==> src/rtl/spi_master_ctrl.sv <==
// -----------------------------------------------------------------------------
// spi_master_ctrl
//   Single-clock SPI master that builds the {cmd[1:0], payload} frames consumed
//   by the SPI slave/RAM wrapper. Each transaction carries one host command:
//   write-address (00), write-data (01), read-address (10) or read-data (11).
//   The frame is sent MSB first on MOSI while SS_n is low. For read-data the
//   block waits RD_LATENCY cycles and then captures a DATA_W-bit reply from
//   MISO, MSB first.
//
//   Optional feature macro: SPI_MASTER_SEQ_CHK_EN
//     When defined, a read-data start is only accepted if the last completed
//     frame was a read-address. A rejected start sends no frame and pulses
//     seq_err for one cycle.
//
// Ports
//   clk       in   system clock, rising edge
//   rst_n     in   asynchronous active-low reset
//   start     in   transaction request, sampled only while idle
//   cmd       in   2-bit command, latched on acceptance
//   tx_data   in   DATA_W payload, latched on acceptance
//   busy      out  high from acceptance until the end of the SS_n gap
//   done      out  one-cycle pulse when SS_n returns high
//   rx_data   out  last captured read-data byte
//   rx_valid  out  one-cycle pulse together with done, read-data only
//   SS_n      out  slave select, active low
//   MOSI      out  serial data to slave, MSB first
//   MISO      in   serial data from slave, MSB first
//   seq_err   out  (SPI_MASTER_SEQ_CHK_EN only) rejected read-data pulse
// -----------------------------------------------------------------------------
module spi_master_ctrl #(
  parameter int DATA_W     = 8,
  parameter int RD_LATENCY = 2,
  parameter int GAP_CYCLES = 1
) (
  input  logic              clk,
  input  logic              rst_n,
  input  logic              start,
  input  logic [1:0]        cmd,
  input  logic [DATA_W-1:0] tx_data,
  output logic              busy,
  output logic              done,
  output logic [DATA_W-1:0] rx_data,
  output logic              rx_valid,
  output logic              SS_n,
  output logic              MOSI,
  input  logic              MISO
`ifdef SPI_MASTER_SEQ_CHK_EN
  ,
  output logic              seq_err
`endif
);

  localparam logic [2:0] ST_IDLE    = 3'd0;
  localparam logic [2:0] ST_SEL     = 3'd1;
  localparam logic [2:0] ST_SHIFT   = 3'd2;
  localparam logic [2:0] ST_WAIT_RD = 3'd3;
  localparam logic [2:0] ST_RECV    = 3'd4;
  localparam logic [2:0] ST_HOLD    = 3'd5;
  localparam logic [2:0] ST_GAP     = 3'd6;

  // The shift register carries the read/write select bit followed by the
  // full frame, so the select bit appears first and then the frame itself.
  localparam int SH_W = DATA_W + 3;

  localparam logic [7:0] SH_CNT   = 8'(SH_W);
  localparam logic [7:0] RD_CNT   = 8'(RD_LATENCY);
  localparam logic [7:0] DATA_CNT = 8'(DATA_W);
  localparam logic [7:0] GAP_CNT  = 8'(GAP_CYCLES);

  logic [2:0]        state_r;
  logic [7:0]        cnt_r;
  logic [SH_W-1:0]   sh_r;
  logic [DATA_W-1:0] rx_sh_r;
  logic [1:0]        cmd_r;
  logic              ss_n_r;
  logic              mosi_r;
  logic              busy_r;
  logic              done_r;
  logic              rx_valid_r;
  logic [DATA_W-1:0] rx_data_r;

  logic [2:0]        state_nxt_s;
  logic [7:0]        cnt_nxt_s;
  logic [SH_W-1:0]   sh_nxt_s;
  logic [DATA_W-1:0] rx_sh_nxt_s;
  logic [1:0]        cmd_nxt_s;
  logic              mosi_nxt_s;
  logic              done_nxt_s;
  logic              rx_valid_nxt_s;
  logic [DATA_W-1:0] rx_data_nxt_s;
  logic              ss_n_nxt_s;
  logic              busy_nxt_s;
  logic              reject_s;
  logic              is_rd_s;

  assign is_rd_s = (cmd_r == 2'b11);

`ifdef SPI_MASTER_SEQ_CHK_EN
  logic rd_addr_seen_r;
  logic seq_err_r;

  assign reject_s = (cmd == 2'b11) & ~rd_addr_seen_r;
  assign seq_err  = seq_err_r;

  // Sequence flag and rejection pulse for read-data without a preceding read-address
  always_ff @(posedge clk or negedge rst_n) begin
    if (!rst_n) begin
      rd_addr_seen_r <= 1'b0;
      seq_err_r      <= 1'b0;
    end else begin
      seq_err_r <= (state_r == ST_IDLE) & start & reject_s;
      if (done_nxt_s) begin
        rd_addr_seen_r <= (cmd_r == 2'b10);
      end else begin
        rd_addr_seen_r <= rd_addr_seen_r;
      end
    end
  end
`else
  assign reject_s = 1'b0;
`endif

  // Next-state and next-output computation; outputs reflect the state being entered
  always_comb begin
    state_nxt_s    = state_r;
    cnt_nxt_s      = cnt_r;
    sh_nxt_s       = sh_r;
    rx_sh_nxt_s    = rx_sh_r;
    cmd_nxt_s      = cmd_r;
    mosi_nxt_s     = 1'b0;
    done_nxt_s     = 1'b0;
    rx_valid_nxt_s = 1'b0;
    rx_data_nxt_s  = rx_data_r;

    case (state_r)
      ST_IDLE: begin
        if (start && !reject_s) begin
          state_nxt_s = ST_SEL;
          cnt_nxt_s   = 8'd0;
          sh_nxt_s    = {cmd[1], cmd, tx_data};
          cmd_nxt_s   = cmd;
        end else begin
          state_nxt_s = ST_IDLE;
        end
      end

      ST_SEL: begin
        state_nxt_s = ST_SHIFT;
        mosi_nxt_s  = sh_r[SH_W-1];
        sh_nxt_s    = {sh_r[SH_W-2:0], 1'b0};
        cnt_nxt_s   = 8'd1;
      end

      ST_SHIFT: begin
        if (cnt_r == SH_CNT) begin
          if (is_rd_s) begin
            if (RD_LATENCY == 0) begin
              // No turnaround: the first reply bit is taken right away.
              state_nxt_s = ST_RECV;
              rx_sh_nxt_s = {rx_sh_r[DATA_W-2:0], MISO};
              cnt_nxt_s   = 8'd1;
            end else begin
              state_nxt_s = ST_WAIT_RD;
              cnt_nxt_s   = 8'd1;
            end
          end else begin
            state_nxt_s = ST_HOLD;
            cnt_nxt_s   = 8'd0;
          end
        end else begin
          mosi_nxt_s = sh_r[SH_W-1];
          sh_nxt_s   = {sh_r[SH_W-2:0], 1'b0};
          cnt_nxt_s  = cnt_r + 8'd1;
        end
      end

      ST_WAIT_RD: begin
        if (cnt_r == RD_CNT) begin
          // MISO is sampled on the edge that enters each RECV cycle.
          state_nxt_s = ST_RECV;
          rx_sh_nxt_s = {rx_sh_r[DATA_W-2:0], MISO};
          cnt_nxt_s   = 8'd1;
        end else begin
          cnt_nxt_s = cnt_r + 8'd1;
        end
      end

      ST_RECV: begin
        if (cnt_r == DATA_CNT) begin
          state_nxt_s = ST_HOLD;
          cnt_nxt_s   = 8'd0;
        end else begin
          rx_sh_nxt_s = {rx_sh_r[DATA_W-2:0], MISO};
          cnt_nxt_s   = cnt_r + 8'd1;
        end
      end

      ST_HOLD: begin
        state_nxt_s    = ST_GAP;
        done_nxt_s     = 1'b1;
        rx_valid_nxt_s = is_rd_s;
        cnt_nxt_s      = 8'd1;
        if (is_rd_s) begin
          rx_data_nxt_s = rx_sh_r;
        end else begin
          rx_data_nxt_s = rx_data_r;
        end
      end

      ST_GAP: begin
        if (cnt_r >= GAP_CNT) begin
          state_nxt_s = ST_IDLE;
          cnt_nxt_s   = 8'd0;
        end else begin
          cnt_nxt_s = cnt_r + 8'd1;
        end
      end

      default: begin
        state_nxt_s = ST_IDLE;
        cnt_nxt_s   = 8'd0;
      end
    endcase

    ss_n_nxt_s = (state_nxt_s == ST_IDLE) || (state_nxt_s == ST_GAP);
    busy_nxt_s = (state_nxt_s != ST_IDLE);
  end

  // State, datapath and registered outputs
  always_ff @(posedge clk or negedge rst_n) begin
    if (!rst_n) begin
      state_r    <= ST_IDLE;
      cnt_r      <= 8'd0;
      sh_r       <= '0;
      rx_sh_r    <= '0;
      cmd_r      <= 2'b00;
      ss_n_r     <= 1'b1;
      mosi_r     <= 1'b0;
      busy_r     <= 1'b0;
      done_r     <= 1'b0;
      rx_valid_r <= 1'b0;
      rx_data_r  <= '0;
    end else begin
      state_r    <= state_nxt_s;
      cnt_r      <= cnt_nxt_s;
      sh_r       <= sh_nxt_s;
      rx_sh_r    <= rx_sh_nxt_s;
      cmd_r      <= cmd_nxt_s;
      ss_n_r     <= ss_n_nxt_s;
      mosi_r     <= mosi_nxt_s;
      busy_r     <= busy_nxt_s;
      done_r     <= done_nxt_s;
      rx_valid_r <= rx_valid_nxt_s;
      rx_data_r  <= rx_data_nxt_s;
    end
  end

  assign SS_n     = ss_n_r;
  assign MOSI     = mosi_r;
  assign busy     = busy_r;
  assign done     = done_r;
  assign rx_valid = rx_valid_r;
  assign rx_data  = rx_data_r;

endmodule
==> config.mk <==
export PLATFORM = sky130hd
export DESIGN_NAME = spi_master_ctrl
export DESIGN_NICKNAME = d
export VERILOG_FILES = /design/src/rtl/spi_master_ctrl.sv
export SDC_FILE = /design/constraint.sdc
export NUM_CORES = 1
export LEC_CHECK = 0
export CORE_UTILIZATION = 56
export CTS_CLUSTER_DIAMETER = 100
export CTS_CLUSTER_SIZE = 16
export DETAILED_ROUTE_END_ITERATION = 10
export PLACE_DENSITY = 0.8
export SYNTH_ARGS = -nofsm -noshare
export SYNTH_HDL_FRONTEND = slang
export SYNTH_SLANG_ARGS = --single-unit
==> constraint.sdc <==
create_clock -name clk -period 2.43 [get_ports clk]
set_clock_uncertainty 0.2 [all_clocks]
set_input_delay 0.243 -clock clk [delete_from_list [all_inputs] [get_ports clk]]
set_output_delay 0.243 -clock clk [all_outputs]
set_load 0.05 [all_outputs]
==> flow_metrics.py, run 1 <==
metrics = {
    "outcome": {
        "outcome": "finished clean",
    },
    "cells_and_area": {
        "fin_nets": 260,
        "layout_common_cells": "dfrtp_1 (43), mux2_2 (41), clkdlybuf4s50_1 (25)",
        "area_growth_pct": 22.18,
        "layout_commonest_cell": "dfrtp_1",
        "num_antenna_cells": 0,
        "drive_gt1_share_pct": 36.21,
        "stdcell_count": 293,
        "final_core_utilization_pct": 72.03,
    },
    "synth": {
        "synth-seq-cells": 45,
        "ys_types": 55,
        "synth_seq_area_share_pct": 47.12,
        "synth.avg_cell_area_um2": 12.14,
        "synth_edf_count": 0,
        "yosysWarningCount": 0,
        "synth_nets": 215,
        "synth_area_um2": 2392,
        "synth_cells": 197,
        "synth_flop_cell": "dfrtp_1",
        "async_reset_ff_share_pct": 100.0,
    },
    "detailed_routing": {
        "vias": 1755,
        "top_layer": "met4",
        "drt_iter0_drc": 172,
        "wl_per_cell_um": 17.06,
        "wl_met3_um": 274,
        "wirelength_met1_um": 2230,
        "wirelength_um": 4999,
        "ant_nets": 0,
        "met2_length_um": 2436,
        "drtPass1Iterations": 4,
        "drc": 0,
        "routed_via_density": 5.990,
    },
    "clocking": {
        "ctsLongestPathBuffers": 2,
        "clk_pin_slew_ns": 0.09,
        "htree_levels": 2,
        "cts_sinks": 45,
        "clkLatencyLatePin_ns": 0.30,
        "cts_root_buf": "clkbuf_8",
        "cts_tree": "yes",
        "numCtsBuffers": 5,
    },
    "critical_path": {
        "slowest_delay_ns": 0.42,
        "start_kind": "flip-flop",
        "r2r_cells": 7,
        "end_kind": "flip-flop",
        "worst-setup-path-type": "flip-flop to flip-flop",
        "cp_slowest_cell": "or4_1",
        "crit_chain": "buf_4, inv_1, ha_1, nor4bb_4, o2111a_1, or4_1, or3_1",
        "required_ns": 2.41,
        "crit_arrival_ns": 2.35,
        "cp_max_fo": 5,
    },
    "global_route": {
        "grt_use_total_pct": 25.27,
        "grt_first_pass_wirelength_um": 8293,
        "antenna_found_initial": 0,
        "gr-total-overflow": 0,
        "grt_pass1_vias": 1742,
        "grt_max_degree": 26,
    },
    "placement": {
        "placed_cells": 283,
        "globalplace.congestion": 0.9386,
        "hpwl_um": 3539,
        "pre_cts_ws_ns": -0.08376,
        "portBuffers": 26,
    },
    "die": {
        "die_h_um": 67.36,
        "die_w_um": 67.36,
        "boundaryPins": 27,
        "start_util_pct": 58.96,
        "dieArea_um2": 4537,
        "rows": 23,
        "core_area_um2": 4058,
    },
    "worst_hold_path": {
        "hold_class": "primary input to async pin",
    },
    "pwr": {
        "combinationalPowerShare_pct": 50.8,
        "power_frac_seq_pct": 34.6,
        "swShare_pct": 38.12,
        "switching_power_w": 0.001221,
        "p_leak_nw": 1.283,
        "finalPower_w": 0.003202,
        "power.density_nw_per_um2": 1096,
        "clockPowerShare_pct": 14.6,
        "p_int_w": 0.001981,
        "peakVddDrop_uv": 671.5,
    },
    "timing": {
        "slew_headroom_pct": 54.06,
        "finalHoldWorstSlack_ns": 0.2253,
        "worst_pin_slew_ns": 0.6796,
        "setup_ws_ns": 0.06739,
        "clock.fmax_mhz": 423.3,
        "slew_violations": 0,
        "period_share_pct": 97.23,
        "min_period_ns": 2.363,
        "grt_setup_unrepaired": "no",
        "finalHoldViolations": 0,
        "setup_viol": 0,
    },
    "flow_run": {
        "maxCapViolCount": 0,
    },
}
cell type report:
| type | count | area, um^2 |
|---|---|---|
| Clock buffer | 5 | 68.82 |
| Multi-Input combinational cell | 138 | 1206 |
| Tap cell | 50 | 62.56 |
| Fill cell | 268 | 1135 |
| Inverter | 5 | 18.77 |
| Timing Repair Buffer | 47 | 415.4 |
| Sequential cell | 45 | 1129 |
| Clock inverter | 3 | 22.52 |
stage by stage:
step | setup TNS, ns | cell area (um^2)
3_3_place_gp | 0 | 2786
6_report | 0 | 2923
2_1_floorplan | 0 | 2392
3_5_place_dp | -0.8970 | 2786
4_1_cts | 0 | 2899
5_1_grt | 0 | 2923
per-layer routing:
metal / track usage, % / vias to the layer above
met3: 5.236 / 6
met4: 9.309 / 0
met2: 40.13 / 59
met5: 0 / -
met1: 34.07 / 865
li1: - / 825
synth_stat cells, types with 2 or more instances:
library cell / number / area (um^2)
a41oi_1: 2 / 17.52
nor2b_1: 5 / 31.28
ha_1: 4 / 50.05
nand3b_1: 2 / 15.01
nor2_1: 8 / 30.03
nand2_1: 9 / 33.78
mux2_2: 41 / 461.7
nand4_1: 2 / 12.51
a21o_1: 2 / 15.01
a21oi_1: 2 / 10.01
o21a_1: 3 / 22.52
nor3_1: 4 / 20.02
a311oi_1: 2 / 17.52
inv_1: 5 / 18.77
buf_6: 3 / 33.78
nand3_1: 4 / 20.02
or3_1: 4 / 25.02
a221o_1: 2 / 20.02
dfrtp_1: 44 / 1101
or2_2: 2 / 12.51
and2_1: 2 / 12.51
buf_2: 5 / 25.02
a32oi_1: 3 / 26.28
o21ai_0: 4 / 20.02
and3b_1: 2 / 17.52
a22o_2: 2 / 20.02
sequential cells by signal, indices dropped and copies added (netlist names):
name      flops
sh_r         11
cnt_r         8
rx_data       8
rx_sh_r       8
state_r       3
cmd_r         2
MOSI          1
SS_n          1
busy          1
done          1
rx_valid      1
logic make-up (layout without fill, tap and decap cells):
logic type | Yosys count | in the layout | synth area share, %
simple gates | 58 | 58 | 15.27
xor+xnor | 1 | 1 | 0.3662
flops | 45 | 45 | 47.12
buf+inv | 14 | 60 | 3.556
mux | 42 | 42 | 19.72
compound gates | 33 | 33 | 11.87
fa+ha+maj | 4 | 4 | 2.092
power groups by stage:
stage	logic [W]	clock network [W]	registers (W)
2_1_floorplan	0.00112	0	0.00117
3_5_place_dp	0.00157	0	0.00112
6_report	0.00163	0.000468	0.00111
4_1_cts	0.00159	0.000482	0.00110
3_3_place_gp	0.00151	0	0.00110
5_1_grt	0.00176	0.000510	0.00113
worst paths after layout:
check / endpoint / slack, ns / startpoint
min in group clk: sh_r[2]$_DFFE_PN0P_ / 0.31 / sh_r[2]$_DFFE_PN0P_
max: busy$_DFF_PN0_ / 0.07 / cnt_r[1]$_DFFE_PN0P_
max in group asynchronous: sh_r[7]$_DFFE_PN0P_ / 1.10 / rst_n
min reg2reg: sh_r[2]$_DFFE_PN0P_ / 0.31 / sh_r[2]$_DFFE_PN0P_
min: cnt_r[2]$_DFFE_PN0P_ / 0.23 / rst_n
max reg2reg: busy$_DFF_PN0_ / 0.07 / cnt_r[1]$_DFFE_PN0P_
critical path, delay by kind of cell (launching register included):
family	cells	cell delay, ns
buffers and inverters	2	0.21
DFF	1	0.38
and+or+nand+nor	3	0.93
adders and majority gates	1	0.25
AOI/OAI and AO/OA	1	0.27
repair_timing:
action                                 4_1_cts  5_1_grt
hold buffers                                 1        0
pin swaps                                    1        0
endpoints found under the hold margin       19        0
buffers inserted                             1        0
resized for setup                            1        4
setup endpoints to repair                   17        9
(Power assumes the default switching activity.)
==> run 2, diff against run 1 <==
- ABC_AREA: not set -> 1
- PLACE_DENSITY: 0.8 -> 0.79
- clock period: 2.43 -> 2.58 ns (I/O delays scaled with it)
==> flow_metrics.py, run 2 <==
metrics = {
    "critical_path": {
        "r2r_slack_ns": 0.65,
        "r2r_start": "cnt_r[0]$_DFFE_PN0P_",
        "slowest_delay_ns": 0.78,
        "crit_arrival_ns": 1.60,
        "crit_start": "SS_n$_DFF_PN1_",
        "crit_family": "buffers and inverters",
        "r2r_cells": 8,
        "path_buf_inv": 1,
        "crit_chain": "clkdlybuf4s50_1",
        "end_kind": "primary output",
        "cp_max_fo": 1,
        "cp.depth": 1,
        "start_kind": "flip-flop",
        "worst-setup-path-type": "flip-flop to primary output",
        "cp_slowest_cell": "clkdlybuf4s50_1",
        "required_ns": 2.12,
    },
    "cells_and_area": {
        "num_antenna_cells": 0,
        "largest_reg_flops": 11,
        "drive_gt1_share_pct": 14.91,
        "multi_input_area_um2": 1062,
        "seq_area_um2": 1127,
        "layout_common_cells": "nand2_1 (69), dfrtp_1 (44), nor2_1 (34)",
        "fill_cells": 348,
        "area_growth_pct": 16.47,
        "layout_commonest_cell": "nand2_1",
        "top_register": "sh_r",
        "fin_area_um2": 2805,
        "fin_nets": 339,
        "final_core_utilization_pct": 69.13,
    },
    "synth": {
        "yosysWarningCount": 0,
        "yosys-top-cells-count": "nand2_1 (69), dfrtp_1 (44), nor2_1 (34)",
        "synth-seq-cells": 45,
        "synth_cells": 292,
        "ys_types": 31,
        "synth_nets": 310,
        "yosysMostFrequentCell": "nand2_1",
        "synth_flop_cell": "dfrtp_1",
        "synth_edf_count": 0,
        "synth_top_cells_by_area": "dfrtp_1 (46%), nand2_1 (11%), nor2_1 (5.3%)",
        "async_reset_ff_share_pct": 100.0,
        "synth_area_um2": 2409,
        "synth_area_leader_cell": "dfrtp_1",
        "synth_seq_area_share_pct": 46.81,
        "synth.avg_cell_area_um2": 8.248,
        "yosysTopAreaCellShare_pct": 45.71,
    },
    "worst_hold_path": {
        "hold_class": "primary input to async pin",
    },
    "outcome": {
        "outcome": "finished clean",
    },
    "die": {
        "rows": 23,
        "start_util_pct": 59.36,
        "die_h_um": 67.58,
        "dieArea_um2": 4567,
        "die_w_um": 67.58,
        "core_area_um2": 4058,
        "boundaryPins": 27,
    },
    "timing": {
        "min_period_ns": 2.056,
        "worst_pin_slew_ns": 0.5678,
        "setup_tns_ns": 0,
        "grt_setup_unrepaired": "no",
        "period_share_pct": 79.71,
        "slew_violations": 0,
        "clock.fmax_mhz": 486.3,
        "finalHoldViolations": 0,
        "slew_headroom_pct": 62.14,
        "setup_ws_ns": 0.5235,
        "setup_viol": 0,
    },
    "pwr": {
        "power.density_nw_per_um2": 1124,
        "p_leak_nw": 1.374,
        "swShare_pct": 45.11,
        "combinationalPowerShare_pct": 46.6,
        "peakVddDrop_uv": 548.4,
        "switching_power_w": 0.001423,
        "clockPowerShare_pct": 16.9,
        "p_int_w": 0.001731,
        "power_frac_seq_pct": 36.5,
    },
    "detailed_routing": {
        "vias": 1940,
        "routed_via_density": 5.215,
        "drc": 0,
        "wl_per_cell_um": 12.36,
        "drtPass1Iterations": 5,
        "drt_iter0_drc": 145,
        "ant_nets": 0,
        "wirelength_um": 4597,
    },
    "placement": {
        "portBuffers": 26,
        "hpwl_um": 3419,
        "pre_cts_ws_ns": 0.6467,
        "globalplace.congestion": 0.9224,
        "placed_area_um2": 2684,
    },
    "clocking": {
        "clk_pin_slew_ns": 0.09,
        "cts_setup_buffers": 0,
        "numCtsBuffers": 5,
        "cts_sinks": 45,
        "ctsLongestPathBuffers": 2,
        "htree_levels": 2,
        "clkLatencyLatePin_ns": 0.30,
        "cts_tree": "yes",
        "cts_root_buf": "clkbuf_8",
    },
    "global_route": {
        "antenna_found_initial": 0,
        "gr-total-overflow": 0,
        "grt_max_degree": 26,
        "grt_pass1_vias": 1733,
        "grt_first_pass_wirelength_um": 7734,
        "grt_use_total_pct": 23.05,
    },
    "flow_run": {
        "maxCapViolCount": 0,
    },
}
-- run 2: changes by cell type after synthesis, sizes merged, moves of 5 or more --
cell | before | now
nand3 | 5 | 22
mux2 | 41 | 1
inv | 5 | 43
nor2b | 5 | 0
nor2 | 8 | 37
nand2 | 9 | 79
or3 | 5 | 0
o31ai | 1 | 9
o21ai | 5 | 24
-- run 2: power groups by stage --
stage / Combinational [W] / Sequential (W) / Clock (W)
6_report: 0.00147 / 0.00115 / 0.000533
4_1_cts: 0.00147 / 0.00115 / 0.000545
3_5_place_dp: 0.00147 / 0.00116 / 0
2_1_floorplan: 0.00115 / 0.00119 / 0
5_1_grt: 0.00165 / 0.00118 / 0.000572
3_3_place_gp: 0.00142 / 0.00116 / 0
-- run 2: logic make-up (layout without fill, tap and decap cells) --
| logic type | count (synthesis) | after routing | synth area share, % |
|---|---|---|---|
| and+or+nand+nor | 148 | 148 | 29.30 |
| buffers and inverters | 50 | 80 | 9.091 |
| DFF | 45 | 45 | 46.81 |
| AOI/OAI and AO/OA | 40 | 40 | 10.80 |
| adders and majority gates | 4 | 4 | 2.078 |
| xor gates and xnor gates | 4 | 4 | 1.454 |
| muxes | 1 | 1 | 0.4675 |
-- run 2: cell type report --
cell class	count	area share, %
Clock inverter	2	1.383
Sequential cell	45	40.19
Inverter	43	5.754
Clock buffer	6	2.587
Timing Repair Buffer	29	9.991
Tap cell	50	2.230
Multi-Input combinational cell	197	37.87
-- run 2: layer usage --
metal	vias to the layer above	global-route usage (%)	routed length, um
met5	-	0	0
met4	0	10.11	49
li1	990	-	-
met2	62	33.79	2066
met1	883	32.80	2238
met3	5	4.392	243
-- run 2: path summary, 6_finish.rpt --
| kind | to |
|---|---|
| worst max-delay path | SS_n |
| worst min-delay path | rx_sh_r[1]$_DFFE_PN0P_ |
| min in group clk | rx_data[7]$_DFFE_PN0P_ |
| worst min register to register | rx_data[7]$_DFFE_PN0P_ |
| worst max register to register | cnt_r[6]$_DFFE_PN0P_ |
| max in group asynchronous | rx_data[5]$_DFFE_PN0P_ |
-- run 2: through the flow --
| step | instances | hold slack [ns] | power [W] |
|---|---|---|---|
| detailed placement | 363 | 0.08756 | 0.002625 |
| finish | 372 | 0.2764 | 0.003154 |
| global route | 372 | 0.3066 | 0.003409 |
| global placement | 363 | 0.08032 | 0.002573 |
| CTS | 372 | 0.2810 | 0.003166 |
| floorplan | 292 | -0.2376 | 0.002338 |
-- run 2: what timing repair did --
action / 4_1_cts / 5_1_grt
endpoints found under the hold margin: 22 / 0
hold buffers: 1 / 0
gates resized for setup: 0 / 0
